<file path="config.mk">
export PLATFORM = sky130hd
export DESIGN_NAME = fifo_wptr_ctrl
export DESIGN_NICKNAME = d
export VERILOG_FILES = /design/src/rtl/fifo_pkg.sv /design/src/rtl/fifo_gray2bin.sv /design/src/rtl/fifo_wptr_ctrl.sv
export SDC_FILE = /design/constraint.sdc
export NUM_CORES = 1
export LEC_CHECK = 0
export BUFFER_PORTS_ARGS = -buffer_cell sky130_fd_sc_hd__buf_2
export CAP_MARGIN = 15
export CORE_UTILIZATION = 26
export CTS_CLUSTER_DIAMETER = 80
export DETAILED_ROUTE_END_ITERATION = 16
export PLACE_DENSITY_LB_ADDON = 0.08
export SLEW_MARGIN = 20
export SYNTH_ARGS = -nofsm -noshare
export SYNTH_HDL_FRONTEND = slang
export SYNTH_SLANG_ARGS = --single-unit
</file>
<file path="constraint.sdc">
create_clock -name i_wclk -period 3.1 [get_ports i_wclk]
set_input_delay 0.31 -clock i_wclk [delete_from_list [all_inputs] [get_ports i_wclk]]
set_output_delay 0.31 -clock i_wclk [all_outputs]
set_load 0.005 [all_outputs]
</file>
<file path="src/rtl/fifo_pkg.sv">
// Shared helpers for the async FIFO pointer controllers: depth/width helpers and Gray conversions.
package fifo_pkg;

    function automatic int unsigned fifo_depth(input int unsigned addr);
        return 32'd1 << addr;
    endfunction

    // Pointers and levels carry one extra bit so that full and empty can be told apart.
    function automatic int unsigned lvl_width(input int unsigned addr);
        return addr + 32'd1;
    endfunction

    function automatic logic [31:0] bin2gray(input logic [31:0] bin);
        return bin ^ (bin >> 1);
    endfunction

    function automatic logic [31:0] gray2bin(input logic [31:0] gray);
        logic [31:0] bin;
        bin = '0;
        bin[31] = gray[31];
        for (int i = 30; i >= 0; i--) begin
            bin[i] = bin[i+1] ^ gray[i];
        end
        return bin;
    endfunction

endpackage

</file>
<file path="src/rtl/fifo_gray2bin.sv">
// Combinational Gray-to-binary converter; shared by the write- and read-side pointer controllers.
module fifo_gray2bin #(
    parameter int W = 5
) (
    input  logic [W-1:0] gray,
    output logic [W-1:0] bin
);

    // Each binary bit is the XOR of all Gray bits from the MSB down to itself.
    for (genvar i = 0; i < W; i++) begin : g_bit
        assign bin[i] = ^gray[W-1:i];
    end

endmodule

</file>
<file path="src/rtl/fifo_wptr_ctrl.sv">
// Write-domain pointer, full/almost-full and fill-level controller of the async FIFO.
// Optional sticky overflow flag is built when FIFO_WPTR_OVF_EN is defined.
module fifo_wptr_ctrl
    import fifo_pkg::*;
#(
    parameter int ADDR   = 4,
    parameter int AF_RST = (1 << ADDR) - 2
) (
    input  logic            i_wclk,
    input  logic            i_wrst,
    input  logic            i_winc,
    input  logic [ADDR:0]   i_r2w,
    input  logic [ADDR:0]   i_afull_thr,
    input  logic            i_ovf_clr,
    output logic            o_wen,
    output logic [ADDR-1:0] o_waddr,
    output logic [ADDR:0]   o_wptr_gray,
    output logic            o_wfull,
    output logic            o_walmost_full,
    output logic [ADDR:0]   o_wlevel,
    output logic            o_wovf
);

    localparam int PW = int'(lvl_width(ADDR));

    logic [PW-1:0] wbin;
    logic [PW-1:0] wbinnext;
    logic [PW-1:0] wgraynext;
    logic [PW-1:0] rbin;
    logic [PW-1:0] lvl_next;
    logic [31:0]   gray32;
    logic          wen;
    logic          wfull_val;

    logic [31-PW:0] unused_gray_hi;
    logic [PW-1:0]  unused_af_rst;

    // Writes are dropped while full, and no RAM strobe escapes while reset is held.
    assign wen      = i_winc & ~o_wfull & ~i_wrst;
    assign wbinnext = wbin + {{ADDR{1'b0}}, wen};

    assign gray32         = bin2gray(32'(wbinnext));
    assign wgraynext      = gray32[PW-1:0];
    assign unused_gray_hi = gray32[31:PW];
    assign unused_af_rst  = PW'(AF_RST);

    fifo_gray2bin #(
        .W(PW)
    ) u_r2w_g2b (
        .gray(i_r2w),
        .bin (rbin)
    );

    // Full when the next write pointer is exactly one lap ahead of the synchronised read pointer.
    assign wfull_val = (wgraynext == {~i_r2w[ADDR:ADDR-1], i_r2w[ADDR-2:0]});
    assign lvl_next  = wbinnext - rbin;

    always_ff @(posedge i_wclk or posedge i_wrst) begin
        if (i_wrst) begin
            wbin           <= '0;
            o_wptr_gray    <= '0;
            o_wfull        <= 1'b0;
            o_walmost_full <= 1'b0;
            o_wlevel       <= '0;
        end else begin
            wbin           <= wbinnext;
            o_wptr_gray    <= wgraynext;
            o_wfull        <= wfull_val;
            o_walmost_full <= (lvl_next >= i_afull_thr);
            o_wlevel       <= lvl_next;
        end
    end

    assign o_wen   = wen;
    assign o_waddr = wbin[ADDR-1:0];

`ifdef FIFO_WPTR_OVF_EN
    // A new overflow in the same cycle as a clear keeps the flag set.
    always_ff @(posedge i_wclk or posedge i_wrst) begin
        if (i_wrst) begin
            o_wovf <= 1'b0;
        end else if (i_winc & o_wfull) begin
            o_wovf <= 1'b1;
        end else if (i_ovf_clr) begin
            o_wovf <= 1'b0;
        end
    end
`else
    logic unused_ovf_clr;
    assign unused_ovf_clr = i_ovf_clr;
    assign o_wovf         = 1'b0;
`endif

endmodule

</file>
==> results of run 1 <==
==> flip-flops by register name, summed over array words and instances (netlist names) <==
| signal | cells |
|---|---|
| o_wfull | 1 |
| o_wlevel | 5 |
| o_wptr_gray | 5 |
| o_walmost_full | 1 |
| wbin | 4 |
==> power by group <==
part / leakage (nW) / internal (mW) / switching, mW
sequential: 0.192 / 0.322 / 0.0699
clock: 0.0216 / 0.0861 / 0.0729
combinational: 0.458 / 0.412 / 0.392
total: 0.672 / 0.820 / 0.534
==> metal layers <==
layer / up-vias / global-route usage, %
met3: 0 / 2.355
li1: 343 / -
met5: - / 0
met2: 17 / 16.22
met1: 325 / 13.75
met4: 0 / 2.557
==> path summary, 6_finish.rpt <==
check | slack (ns) | to
max | 0.26 | o_walmost_full
min in group i_wclk | 0.45 | o_walmost_full
max reg2reg | 0.26 | o_walmost_full
max in group asynchronous | 2.52 | o_wptr_gray[4]
min reg2reg | 0.53 | o_wptr_gray[3]
min | 0.16 | o_wptr_gray[0]
==> cells in the mapped netlist <==
library cell  number  area share, %
mux2_4             1            1.5
buf_4              1           0.76
a21oi_1            3            1.5
nand2_1            2           0.76
nand3_1            2            1.0
dfrtp_1           16             41
nor2b_1            1           0.63
nor4_2             1            1.3
nor2_1             2           0.76
xnor3_1            1            2.3
a21oi_4            1            1.7
xor2_1             9            8.0
nand2_2            1           0.63
xnor2_1           11            9.8
ha_1              12             15
nor3b_1            1           0.76
inv_1             12            4.6
nand2b_1           1           0.63
fa_1               1            2.0
a31oi_1            1           0.63
conb_1             1           0.38
a21o_1             6            4.6
==> stage by stage <==
step	hold WS [ns]	power (mW)	area, µm²	instances
2_1_floorplan	0.2237	0.9739	985.9	87
3_3_place_gp	0.4475	1.211	1199	165
3_5_place_dp	0.4541	1.218	1199	165
4_1_cts	0.1804	1.386	1240	168
5_1_grt	0.2176	1.504	1240	168
6_report	0.1559	1.355	1240	168
==> cell type report <==
class / instances / area (µm²)
clock buffer: 3 / 41.29
fill: 386 / 2421
inverter: 12 / 45.04
multi-input combinational: 58 / 533.0
sequential: 16 / 400.4
tap: 48 / 60.06
timing repair buffer: 31 / 160.2
==> cells by family (layout without fill, tap and decap cells) <==
kind of cell / after synthesis / in the layout / synth area share [%]
AOI/OAI and AO/OA: 11 / 11 / 8.376
other: 1 / 1 / 0.3803
adders and majority gates: 13 / 13 / 17.26
DFF: 16 / 16 / 40.61
xor gates and xnor gates: 21 / 21 / 20.05
buffers and inverters: 13 / 46 / 5.330
muxes: 1 / 1 / 1.522
and+or+nand+nor: 11 / 11 / 6.474
==> impl_results.md, run 1 <==
- WP depth: 11
- Fmax: 0.3526 GHz
- Setup bufs post-CTS: 0
- CTS HTree Levels: 1
- Setup crit end kind: register
- Final HPWL from detailed placement: 1462 µm
- Gate Count Post-Synth: 87
- Mapped Nets: 114
- DR WL/cell: 11.02 µm
- Number of global-route vias before repair: 684
- Synthesized area: 985.9 µm²
- Met2 Routed Length: 858 µm
- Share of cells above drive strength 1: 31.67%
- DR vias/cell: 4.077
- Worst VDD drop: 0.3628 mV
- Largest net degree at the start of global routing: 17
- Startpoint types: register
- Cell family with most CP delay: adder cells
- DRC errors left: 0
- Number of diodes: 0
- Data arrival, critical path: 2.98 ns
- First drt pass iteration count: 3
- GP Congestion: 0.6896
- Syn-to-layout area delta: 25.76%
- Rel. slew slack: 56.32%
- Dpl ws: 0.0003855 ns
- Most common cell after layout, fill and taps aside: buf_2
- Crit-path cells: nor3b_1, ha_1, inv_1, ha_1, fa_1, inv_1, ha_1, a21o_1, a21o_1, a21o_1, a21o_1
- Worst min path class: input port to asynchronous set/reset pin
- Root Buffer: clkbuf_8
- Net count reported at finish: 149
- Met3 routed WL: 83 µm
- Setup violators final: 0
- WL met1: 910 µm
- Die area: 4042 µm²
- ANT nets after route: 0
- Core area: 3661 µm²
- Die Y: 63.58 µm
- Via count: 685
- Max-Cap Viols: 0
- Slew Limit Fails: 0
- Highest Signal Layer: met3
- Clk buf depth: 2
- Die Width: 63.58 µm
- Most frequent cells in the layout: buf_2, dfrtp_1, inv_1, ha_1, xnor2_1
- Synth cell types: 22
- Crit-path max cell delay: 0.48 ns
- Initial core utilization: 26.93%
- R2R cell count: 11
- R2R Path Start: o_wfull
- Final design utilization: 33.87%
- CTS Sinks: 16
- First-pass GRT wire length: 3132 µm
- Clock tree from TritonCTS: built
- CP Launch Point: o_wfull
- Static leakage: 0.6715 nW
- Worst-Skew Late Latency: 0.25 ns
- Final hold violations: 0
- Pwr Density: 1093 nW/µm²
- Outcome: completed
- Crit path top cell by count: a21o_1
- Initial antenna violation count: 0
- Worst EP required: 3.24 ns
- Syn. warnings: 0
- Num CTS Buffers: 3
- # rows: 22
- Drt initial violations: 2
- Final wirelength: 1852 µm
- Clock Skews: 0.004948 ns
- Tcrit/Tclk final: 91.49%
- Post-cts gate resize count: 0
- CTS Hold Bufs: 0
- Synth Register Bits: 16
- TNS Setup: 0 ns
- PortBufs: 29
- Final Critical Period: 2.836 ns
- Seq/Total Area, Yosys: 40.61%
- Critical setup path kind: register to register
- Boundary Pins: 32
- CP Max Fanout: 4
- Remaining Overflow, GRT: 0
- Post-Syn Area per Cell: 11.33 µm²
- Worst-margin pin slew: 0.6545 ns
- Fin worst setup slack: 0.2640 ns
- Unrepaired setup endpoints after global routing: no
- Clock Pin Slew Worst Setup and Hold Paths: 0.07 ns
- CP max stage cell: fa_1
- GRT Overall Usage: 10.19%
- Critical path buffers and inverters: 2
(Power assumes the default switching activity.)
==> run 2: changes to the inputs <==
--- a/config.mk
+++ b/config.mk
@@ -7,5 +7,6 @@
 export LEC_CHECK = 0
+export ABC_AREA = 1
 export BUFFER_PORTS_ARGS = -buffer_cell sky130_fd_sc_hd__buf_2
 export CAP_MARGIN = 15
-export CORE_UTILIZATION = 26
+export CORE_UTILIZATION = 51
 export CTS_CLUSTER_DIAMETER = 80
--- a/constraint.sdc
+++ b/constraint.sdc
@@ -3,2 +3,2 @@
 set_output_delay 0.31 -clock i_wclk [all_outputs]
-set_load 0.005 [all_outputs]
+set_load 0.1 [all_outputs]
==> run 2 against run 1 <==
Critical path depth decreased by 1. Sequential share of layout area fell by 2.7 points. Synthesized area rose by 12%. Wire length is 15% higher. Highest routed layer is now met4.
==> impl_results.md, run 2 <==
- DR WL/cell: 11.10 µm
- Synth cell count leaders: nand2_1, inv_1, dfrtp_1, ha_1, nand3_1
- Slew Limit Fails: 0
- Clock Pin Slew Worst Setup and Hold Paths: 0.10 ns
- Mapped Nets: 160
- Most common cell after layout, fill and taps aside: nand2_1
- Number of enable flip-flop cells after synthesis: 0
- Synth cell types: 24
- CTS HTree Levels: 1
- Adder-Cell Fraction of Synth Area: 15.44%
- Setup bufs post-CTS: 0
- Drt initial violations: 9
- # fillers: 162
- Remaining Overflow, GRT: 0
- Startpoint types: register
- Final hold violations: 0
- Final Critical Period: 2.669 ns
- Largest net degree at the start of global routing: 17
- CTS Hold Bufs: 0
- Unrepaired setup endpoints after global routing: no
- Boundary Pins: 32
- Most common cell in the netlist: nand2_1
- Mux cell area share after synthesis: 0%
- Synth Area in Compound Gates: 3.178%
- Tcrit/Tclk final: 86.09%
- TNS Setup: 0 ns
- CP Max Fanout: 4
- Reg2reg setup slack: 0.43 ns
- Gate Count Post-Synth: 133
- Worst EP required: 3.27 ns
- GP Congestion: 0.8320
- ANT nets after route: 0
- Core area: 2002 µm²
- DR vias/cell: 4.896
- Number of diodes: 0
- Worst min path class: input port to asynchronous set/reset pin
- Synth Area in Simple Gates: 25.54%
- Design Area, Final: 1364 µm²
- PortBufs: 29
- Setup crit end kind: register
- Die area: 2351 µm²
- Seq/Total Area, Yosys: 36.32%
- Clock tree from TritonCTS: built
- Outcome: completed
- Max-Cap Viols: 0
- Largest cells by area after synthesis: dfrtp_1, ha_1, nand2_1
- Die Y: 48.49 µm
- Share of cells above drive strength 1: 33.33%
- Initial antenna violation count: 0
- Async SR Flop Fraction: 100.0%
- DRC errors left: 0
- Post-Syn Area per Cell: 8.288 µm²
- CTS Sinks: 16
- R2R Path End: o_walmost_full
- Die Width: 48.49 µm
- Regs by FF count: o_wlevel (5), o_wptr_gray (5), wbin (4)
- Worst-Skew Late Latency: 0.28 ns
- Post-cts gate resize count: 0
- # rows: 16
- Yosys top cell by area: dfrtp_1
- Net count reported at finish: 193
- Syn-to-layout area delta: 23.72%
- First-pass GRT wire length: 3905 µm
- Most frequent cells in the layout: nand2_1, buf_2, inv_1
- Synth Register Bits: 16
- Main combinational cell family by area after synthesis: simple AND/OR/NAND/NOR gates
- Synthesized area: 1102 µm²
- Num CTS Buffers: 3
- Clk buf depth: 2
- Number of global-route vias before repair: 891
- GRT Overall Usage: 21.38%
- Initial core utilization: 55.06%
- R2R cell count: 10
- First drt pass iteration count: 4
- Setup violators final: 0
- Prevailing post-synth register cell: dfrtp_1
- Final wirelength: 2132 µm
- Via count: 940
- Critical setup path kind: register to register
- Final HPWL from detailed placement: 1813 µm
- R2R Path Start: o_wfull
- Clock Skews: 0.003837 ns
- XOR/XNOR share of the synthesized area: 9.308%
- Top-area cell type share of the netlist area: 36.32%
- Data arrival, critical path: 2.84 ns
- Root Buffer: clkbuf_4
- Fmax: 0.3747 GHz
- Placed inst area: 1328 µm²
- Syn. warnings: 0
==> run 2: cell types whose count changed in the layout (fill, tap and decap cells not counted), sizes merged, moves of 6 or more <==
cell | previous run | this run
a21o | 6 | 0
inv | 12 | 23
nand2 | 3 | 44
nand3 | 2 | 8
xnor2 | 11 | 5
==> run 2: area by class of cell <==
cell class	instances	area, µm²	share of cell area, %
Multi-Input combinational cell	91	643.1	47.16
Sequential cell	16	404.1	29.63
Timing Repair Buffer	30	152.6	11.19
Inverter	24	93.84	6.881
Clock buffer	4	36.28	2.661
Tap cell	27	33.78	2.477
==> run 2: worst max path at each step <==
| stage | from | to | slack [ns] |
|---|---|---|---|
| after floorplan | o_wfull | o_walmost_full | 0.01 |
| after global placement | i_r2w[4] | o_walmost_full | 0.46 |
| after detailed placement | i_wrst | o_walmost_full | 0.37 |
| after CTS | o_wfull | o_walmost_full | 0.43 |
| after global routing | o_wfull | o_walmost_full | 0.24 |
| final | o_wfull | o_walmost_full | 0.43 |
==> run 2: routing by layer <==
| metal | GRT usage [%] | vias up | share of wire [%] |
|---|---|---|---|
| met5 | 0 | - | 0 |
| met2 | 36.38 | 26 | 49 |
| met3 | 2.830 | 4 | 3.6 |
| li1 | - | 475 | - |
| met1 | 28.48 | 435 | 46 |
| met4 | 6.373 | 0 | 1.4 |
==> run 2: cell families (layout without fill, tap and decap cells) <==
family	count (synthesis)	in the layout
adder cells (fa/ha/maj)	13	13
buffers and inverters	26	58
XOR/XNOR	10	10
other	1	1
AO/OA/AOI/OAI	6	6
AND/OR/NAND/NOR	61	61
flip-flops	16	16
==> run 2: critical path, cell delays in order, from the launching register on <==
cell      delay, ns
dfrtp_4        0.50
nor2_4         0.14
ha_4           0.17
xor2_1         0.29
inv_1          0.11
fa_1           0.48
o211ai_1       0.24
xor2_1         0.25
ha_1           0.27
inv_1          0.06
o21bai_1       0.06
==> run 2: through the flow <==
| stage | setup WS (ns) | instances | utilization, % | hold WS [ns] |
|---|---|---|---|---|
| 2_1_floorplan | 0.01067 | 133 | - | 0.1453 |
| 5_1_grt | 0.2427 | 192 | 68.13 | 0.07460 |
| 3_3_place_gp | 0.4568 | 188 | 66.31 | 0.3703 |
| 4_1_cts | 0.4334 | 192 | 68.13 | 0.07139 |
| 3_5_place_dp | 0.3731 | 188 | 66.31 | 0.3787 |
| 6_report | 0.4313 | 192 | 68.13 | 0.06154 |
Power of run 2 is not shown: default switching activity piles up to over one toggle a cycle in this logic, so the estimate is an artifact.
